## src/rtl/conv_mac_pkg.sv

```systemverilog
// conv_mac_pkg
// Shared definitions for the convolution MAC engine and its helpers:
//   - FSM state encoding
//   - register-file address map (pixels, weights, bias)
//   - constant-evaluable clog2 helper
package conv_mac_pkg;

    typedef enum logic [1:0] {
        ST_IDLE = 2'd0,
        ST_RUN  = 2'd1,
        ST_DONE = 2'd2
    } state_t;

    // Pixels occupy 0..N-1, weights N..2N-1, bias sits at 2N.
    localparam int PIX_BASE = 0;

    function automatic int wgt_base(input int n);
        return n;
    endfunction

    function automatic int bias_addr(input int n);
        return 2 * n;
    endfunction

    function automatic int clog2(input int v);
        int r;
        for (r = 0; (1 << r) < v; r++) begin
        end
        return r;
    endfunction

endpackage

```

## src/rtl/conv_mac_engine_if.sv

```systemverilog
// conv_mac_engine_if
// Write port, start/result handshake and status of the convolution engine.
//   master : window loader / controller side (drives writes and start)
//   slave  : engine side (drives busy, result and status pulses)
interface conv_mac_engine_if #(
    parameter int DW = 16,
    parameter int AW = 5
);
    logic                 we;
    logic [AW-1:0]        addr;
    logic signed [DW-1:0] data_in;
    logic                 start;
    logic                 relu_en;
    logic                 busy;
    logic                 out_valid;
    logic signed [DW-1:0] out_pix;
    logic                 sat;
    logic                 wr_drop;

    modport master (
        output we, addr, data_in, start, relu_en,
        input  busy, out_valid, out_pix, sat, wr_drop
    );

    modport slave (
        input  we, addr, data_in, start, relu_en,
        output busy, out_valid, out_pix, sat, wr_drop
    );
endinterface

```

## src/rtl/conv_sat_round.sv

```systemverilog
// conv_sat_round
// Combinational post-processing of a wide signed accumulator:
// round half up, arithmetic shift by FRAC, saturate to DW bits, optional ReLU.
//   i_acc     : signed accumulator, ACCW bits
//   i_relu_en : clamp negative results to zero
//   o_value   : signed DW-bit result
//   o_sat     : clipping occurred (evaluated before ReLU)
module conv_sat_round #(
    parameter int ACCW = 40,
    parameter int DW   = 16,
    parameter int FRAC = 0
) (
    input  logic signed [ACCW-1:0] i_acc,
    input  logic                   i_relu_en,
    output logic signed [DW-1:0]   o_value,
    output logic                   o_sat
);
    localparam logic signed [ACCW-1:0] MAXV = {{(ACCW-DW+1){1'b0}}, {(DW-1){1'b1}}};
    localparam logic signed [ACCW-1:0] MINV = {{(ACCW-DW+1){1'b1}}, {(DW-1){1'b0}}};

    logic signed [ACCW-1:0] w_shifted;
    logic signed [DW-1:0]   w_clip;

    generate
        if (FRAC > 0) begin : g_round
            logic signed [ACCW-1:0] w_rounded;
            // Accumulator headroom keeps the rounding add from wrapping.
            assign w_rounded = i_acc + (ACCW'(1) << (FRAC - 1));
            assign w_shifted = w_rounded >>> FRAC;
        end else begin : g_noround
            assign w_shifted = i_acc;
        end
    endgenerate

    always_comb begin
        o_sat  = 1'b0;
        w_clip = w_shifted[DW-1:0];
        if (w_shifted > MAXV) begin
            w_clip = MAXV[DW-1:0];
            o_sat  = 1'b1;
        end else if (w_shifted < MINV) begin
            w_clip = MINV[DW-1:0];
            o_sat  = 1'b1;
        end
        o_value = (i_relu_en && w_clip[DW-1]) ? '0 : w_clip;
    end

endmodule

```

## src/rtl/conv_mac_engine.sv

```systemverilog
// conv_mac_engine
// K x K convolution tap engine. A local register file holds one pixel
// window, one kernel and a bias; on start a single signed multiplier walks
// all taps, then the sum is rounded/saturated/ReLU'd into one output pixel.
//   clk, rst : system clock, asynchronous active-high reset
//   bus      : slave side of conv_mac_engine_if (writes, start, result)
//
// state   | meaning
// --------+-----------------------------------------------
// ST_IDLE | waiting for start; register file writable
// ST_RUN  | one tap multiplied and accumulated per cycle
// ST_DONE | post-process accumulator, pulse out_valid
module conv_mac_engine
    import conv_mac_pkg::*;
#(
    parameter int DW    = 16,
    parameter int KSIZE = 3,
    parameter int ACCW  = 2 * DW + 8,
    parameter int FRAC  = 0,
    parameter int AW    = clog2(2 * KSIZE * KSIZE + 1)
) (
    input  logic               clk,
    input  logic               rst,
    conv_mac_engine_if.slave   bus
);
    localparam int N    = KSIZE * KSIZE;
    localparam int NREG = 2 * N + 1;
    localparam int IW   = (clog2(N) > 0) ? clog2(N) : 1;
    localparam int SW   = clog2(NREG);
    localparam logic [AW-1:0] LAST_ADDR = AW'(bias_addr(N));
    localparam logic [SW-1:0] BIAS_SEL  = SW'(bias_addr(N));

    state_t                 r_state;
    state_t                 w_state_nxt;
    logic signed [DW-1:0]   r_rf [NREG];
    logic signed [ACCW-1:0] r_acc;
    logic [IW-1:0]          r_idx;
    logic                   r_relu;
    logic                   r_out_valid;
    logic signed [DW-1:0]   r_out_pix;
    logic                   r_sat;
    logic                   r_wr_drop;

    logic                   w_busy;
    logic                   w_accept_start;
    logic                   w_last_tap;
    logic                   w_addr_bad;
    logic                   w_wr_ok;
    logic                   w_wr_drop_set;
    logic [SW-1:0]          w_wr_sel;
    logic [SW-1:0]          w_pix_sel;
    logic [SW-1:0]          w_wgt_sel;
    logic signed [2*DW-1:0] w_prod;
    logic signed [ACCW-1:0] w_prod_ext;
    logic signed [ACCW-1:0] w_bias_ext;
    logic signed [DW-1:0]   w_post_value;
    logic                   w_post_sat;

    // State register
    always_ff @(posedge clk or posedge rst) begin
        if (rst) begin
            r_state <= ST_IDLE;
        end else begin
            r_state <= w_state_nxt;
        end
    end

    // Next-state logic
    always_comb begin
        w_state_nxt = r_state;
        case (r_state)
            ST_IDLE: if (bus.start) w_state_nxt = ST_RUN;
            ST_RUN:  if (w_last_tap) w_state_nxt = ST_DONE;
            ST_DONE: w_state_nxt = ST_IDLE;
            default: w_state_nxt = ST_IDLE;
        endcase
    end

    // Output / control decode
    always_comb begin
        w_busy         = (r_state != ST_IDLE);
        w_accept_start = (r_state == ST_IDLE) && bus.start;
        w_last_tap     = (r_idx == IW'(N - 1));
        w_addr_bad     = (bus.addr > LAST_ADDR);
        w_wr_ok        = bus.we && !w_busy && !w_addr_bad;
        w_wr_drop_set  = bus.we && (w_busy || w_addr_bad);
    end

    assign w_wr_sel   = SW'(bus.addr);
    assign w_pix_sel  = SW'(PIX_BASE) + SW'(r_idx);
    assign w_wgt_sel  = SW'(wgt_base(N)) + SW'(r_idx);
    // Operand reads are live; writes are blocked while busy so they hold still.
    assign w_prod     = r_rf[w_pix_sel] * r_rf[w_wgt_sel];
    assign w_prod_ext = {{(ACCW-2*DW){w_prod[2*DW-1]}}, w_prod};
    assign w_bias_ext = {{(ACCW-DW){r_rf[BIAS_SEL][DW-1]}}, r_rf[BIAS_SEL]};

    conv_sat_round #(
        .ACCW (ACCW),
        .DW   (DW),
        .FRAC (FRAC)
    ) u_sat_round (
        .i_acc     (r_acc),
        .i_relu_en (r_relu),
        .o_value   (w_post_value),
        .o_sat     (w_post_sat)
    );

    // Datapath and register file
    always_ff @(posedge clk or posedge rst) begin
        if (rst) begin
            r_acc       <= '0;
            r_idx       <= '0;
            r_relu      <= 1'b0;
            r_out_valid <= 1'b0;
            r_out_pix   <= '0;
            r_sat       <= 1'b0;
            r_wr_drop   <= 1'b0;
            for (int i = 0; i < NREG; i++) begin
                r_rf[i] <= '0;
            end
        end else begin
            r_out_valid <= 1'b0;
            r_wr_drop   <= w_wr_drop_set;
            // A write in the start cycle lands after the bias snapshot below.
            if (w_wr_ok) begin
                r_rf[w_wr_sel] <= bus.data_in;
            end
            case (r_state)
                ST_IDLE: begin
                    if (w_accept_start) begin
                        r_acc  <= w_bias_ext;
                        r_idx  <= '0;
                        r_relu <= bus.relu_en;
                    end
                end
                ST_RUN: begin
                    r_acc <= r_acc + w_prod_ext;
                    if (!w_last_tap) begin
                        r_idx <= r_idx + 1'b1;
                    end
                end
                ST_DONE: begin
                    r_out_pix   <= w_post_value;
                    r_sat       <= w_post_sat;
                    r_out_valid <= 1'b1;
                end
                default: ;
            endcase
        end
    end

    assign bus.busy      = w_busy;
    assign bus.out_valid = r_out_valid;
    assign bus.out_pix   = r_out_pix;
    assign bus.sat       = r_sat;
    assign bus.wr_drop   = r_wr_drop;

endmodule

```

## src/flat_wrapper.sv

```systemverilog
// flat-port wrapper written by rule: the top's interface ports become plain ports
module conv_mac_engine_flat import conv_mac_pkg::*;
#(
    parameter int DW    = 16,
    parameter int KSIZE = 3,
    parameter int ACCW  = 2 * DW + 8,
    parameter int FRAC  = 0,
    parameter int AW    = clog2(2 * KSIZE * KSIZE + 1)
)
  (clk, rst, bus_we, bus_addr, bus_data_in, bus_start, bus_relu_en, bus_busy, bus_out_valid, bus_out_pix, bus_sat, bus_wr_drop);
  conv_mac_engine_if #(.DW(DW), .AW(AW)) bus_i ();
  input  logic clk;
  input  logic rst;
  input wire logic [$bits(bus_i.we)-1:0] bus_we;
  input wire logic [$bits(bus_i.addr)-1:0] bus_addr;
  input wire logic [$bits(bus_i.data_in)-1:0] bus_data_in;
  input wire logic [$bits(bus_i.start)-1:0] bus_start;
  input wire logic [$bits(bus_i.relu_en)-1:0] bus_relu_en;
  output wire logic [$bits(bus_i.busy)-1:0] bus_busy;
  output wire logic [$bits(bus_i.out_valid)-1:0] bus_out_valid;
  output wire logic [$bits(bus_i.out_pix)-1:0] bus_out_pix;
  output wire logic [$bits(bus_i.sat)-1:0] bus_sat;
  output wire logic [$bits(bus_i.wr_drop)-1:0] bus_wr_drop;
  assign bus_i.we = bus_we;
  assign bus_i.addr = bus_addr;
  assign bus_i.data_in = bus_data_in;
  assign bus_i.start = bus_start;
  assign bus_i.relu_en = bus_relu_en;
  assign bus_busy = bus_i.busy;
  assign bus_out_valid = bus_i.out_valid;
  assign bus_out_pix = bus_i.out_pix;
  assign bus_sat = bus_i.sat;
  assign bus_wr_drop = bus_i.wr_drop;
  conv_mac_engine #(.DW(DW), .KSIZE(KSIZE), .ACCW(ACCW), .FRAC(FRAC), .AW(AW)) u_core (.clk(clk), .rst(rst), .bus(bus_i));
endmodule
```

## config.mk

```make
export PLATFORM = sky130hd
export DESIGN_NAME = conv_mac_engine_flat
export DESIGN_NICKNAME = d
export VERILOG_FILES = /design/src/rtl/conv_mac_pkg.sv /design/src/rtl/conv_mac_engine_if.sv /design/src/rtl/conv_sat_round.sv /design/src/rtl/conv_mac_engine.sv /design/src/flat_wrapper.sv
export SDC_FILE = /design/constraint.sdc
export NUM_CORES = 2
export LEC_CHECK = 0
export CAP_MARGIN = 20
export CORE_ASPECT_RATIO = 0.7
export CORE_UTILIZATION = 30
export DETAILED_ROUTE_END_ITERATION = 8
export PLACE_DENSITY_LB_ADDON = 0.05
export REMOVE_ABC_BUFFERS = 1
export SYNTH_ARGS = -nofsm -noshare
export SYNTH_HDL_FRONTEND = slang
export SYNTH_HIERARCHICAL = 1
export SYNTH_SLANG_ARGS = --single-unit
```

## constraint.sdc

```tcl
create_clock -name clk -period 18.5 [get_ports clk]
set_input_delay 3.7 -clock clk [delete_from_list [all_inputs] [get_ports clk]]
set_output_delay 3.7 -clock clk [all_outputs]
set_load 0.005 [all_outputs]
```

==> metrics.csv <==
metric;value;unit
Horiz. Die Dim;389;µm
Worst Path Arrival;10.95;ns
critical path launch point type;flip-flop;
WL final;104;mm
multi-input logic area;20100;µm²
Setup WS pre-CTS;7.93;ns
Max Cap Viol;0;
number of failing hold endpoints at the final stage;0;
port bufs;45;
I/O Pins;46;
#FFs+latches synth;370;
Core Area;104000;µm²
all-layer global routing usage;20.2;%
DRC;0;
Post-Syn Area per Cell;11.6;µm²
unrepaired setup endpoints after global routing;false;
worst stage delay on the critical path;0.88;ns
adder-cell area share of the yosys netlist;25.6;%
number of synthesis warnings;6;
Crit path top cell by count;inv_1;
global-route wire length before repair;157;mm
post-CTS resize count;0;
nets;3188;
post-synthesis simple-gate area fraction;8.63;%
Mapped Area;31500;µm²
Post-synth top cells;inv_1 (420), dfrtp_1 (370), fa_1 (330), mux2_2 (330), nand2_1 (227);
Tcrit/Tclk final;56.6;%
pwr/cell area;184;nW/µm²
DR vias;21000;
clk slew on worst S/H paths;0.06;ns
crit path max fanout;36;
Worst Hold Class;flip-flop to flip-flop;
Cells after Synth;2725;
initial antenna violation count;4;
most common cell in the synthesized netlist;inv_1;
main combinational cell family by area after synthesis;adder cells;
relative slew slack;18.0;%
antenna-violating nets left;0;
initial DRC count;1319;
Lkg Pwr;16.6;nW
top area cells in the synthesized netlist;dfrtp_1 (29%), fa_1 (21%), mux2_2 (12%), mux4_2 (9.9%), inv_1 (5.0%);
Worst Max-Slew Pin Slew;1.23;ns
die span in y;273;µm
Fin Setup TNS;0;ns
Post-synth EDFFs;0;
number of global-route vias before repair;22600;
Clock Skew;0.0215;ns
Worst EP required;18.97;ns
share of the synthesized area in the top cell type;29.4;%
Synth Area in Compound Gates;4.98;%
fraction of the yosys area taken by sequential cells;29.4;%
Final Wtd Congestion;0.801;
row count;99;
most used flip-flop cell after synthesis;dfrtp_1;
Clock Sink Count;370;
Detailed Routing Iterations Pass 1;6;
worst vdd ir;0.0796;mV
clock tree from TritonCTS;done;
Seq. cell area;9270;µm²
Tmin final;10.48;ns
outcome;completed;
vias per cell;5.05;
critical path endpoint category;flip-flop;
Layout Area Growth over Synthesis;11.1;%
final worst slack;8.02;ns
Synth Area in XOR/XNOR;1.13;%
FMAX;0.0954;GHz
asr flop ratio synth;100;%
wire per inst;25.0;µm
Root Buffer;clkbuf_16;
global route overflow;0;
critical path class;flip-flop to flip-flop;
Clock Latency Late Sink;0.60;ns
CTS Buf Count;43;
Slew Limit Fails;0;
Setup Fix Bufs, Post-CTS;0;
multiplexer share of the synthesized area;22.9;%
largest net degree at the start of global routing;105;
CTS hold repair buffers;0;
die area;106000;µm²
HPWL Detailed;75.2;mm
fill count;10400;
layout cell share with drive strength beyond 1;23.5;%
final setup fails;0;
Yosys cell types;75;
clk buf depth;3;
initial core utilization;30.3;%
post-synth top area cell;dfrtp_1;
htree depth;2;
crit path max-delay cell type;dfrtp_4;
## state kept, by name, summed over array words and instances, names as in the netlist
name,cells
u_core/bus.out_valid,1
u_core/r_relu,1
u_core/r_idx,4
u_core/bus.wr_drop,1
u_core/r_acc,40
u_core/r_rf,304
u_core/bus.out_pix,16
u_core/bus.sat,1
u_core/r_state,2
## per-stage QoR
stage               std cells  power [mW]  hold slack (ns)  utilization, %  area (µm²)
floorplan                2563        4.21            0.479               -       30800
global placement         4083        5.60            0.487            32.2       33600
detailed placement       4083        5.60            0.492            32.2       33600
CTS                      4157        6.54            0.505            33.6       35000
global route             4158        7.09            0.510            33.6       35000
finish                   4161        6.46            0.503            33.6       35000
## critical path: cells and delay by family, from the launching register on
kind / cells / cell delay [ns]
mux: 3 / 0.62
flops: 1 / 0.88
compound gates: 4 / 1.54
fa+ha+maj: 8 / 4.24
xor+xnor: 1 / 0.16
buf+inv: 9 / 1.93
simple gates: 5 / 0.91
## path summary, 6_finish.rpt
kind | from | endpoint | slack [ns] | cells after the start
min | u_core/r_rf[47] | u_core/r_rf[47] | 0.50 | 1
min in group asynchronous | rst | u_core/r_rf[96] | 3.65 | 2
max | u_core/r_idx[1] | u_core/r_acc[32] | 8.02 | 30
min reg2reg | u_core/r_rf[47] | u_core/r_rf[47] | 0.50 | 1
max in group asynchronous | rst | u_core/r_rf[167] | 12.43 | 4
max reg2reg | u_core/r_idx[1] | u_core/r_acc[32] | 8.02 | 30
## report_power, final
group	internal (mW)	total, mW	switching [mW]
Combinational	1.73	4.28	2.55
Sequential	1.04	1.29	0.254
Clock	0.501	0.880	0.379
## cells in the final DEF, fill, tap and decap left out, types with 7 or more instances in the layout
cell type / instances
nor2b_1: 62
nand4_1: 8
clkdlybuf4s50_1: 45
nand3_1: 29
a21oi_1: 58
a21o_1: 15
nor3_1: 9
a32o_1: 9
inv_1: 419
xnor2_1: 26
mux2i_1: 40
clkbuf_16: 43
fa_1: 330
a32oi_1: 7
mux2_2: 330
nand2_1: 222
mux4_2: 138
clkbuf_1: 10
a2bb2oi_1: 12
a211oi_1: 22
and2_1: 22
nand3b_1: 15
xor2_1: 10
buf_4: 61
nand4b_1: 17
dfrtp_1: 366
nor2_1: 87
ha_1: 116
o21ai_0: 49
o21ai_1: 7
or2_2: 7
clkbuf_8: 14
nand2b_1: 34
## cell type report
class	instances	share of cell area, %
antenna	3	0.0214
inverter	420	4.52
timing repair buffer	107	2.67
clock buffer	67	3.73
tap	1414	5.05
multi-input combinational	1773	57.3
sequential	370	26.5
clock inverter	7	0.296
## routing by layer
layer | GRT usage, % | part of all wire [%] | wire length [µm]
met1 | 31.3 | 51 | 52700
met2 | 28.3 | 41 | 42500
met3 | 4.55 | 6.5 | 6720
met4 | 4.12 | 1.9 | 1930
met5 | 0 | 0.012 | 12
## logic make-up after synthesis
group,Yosys count
fa+ha+maj,447
simple gates,548
compound gates,230
buf+inv,582
mux,508
flops,370
xor+xnor,40
Power figures use the tool's default switching activity.
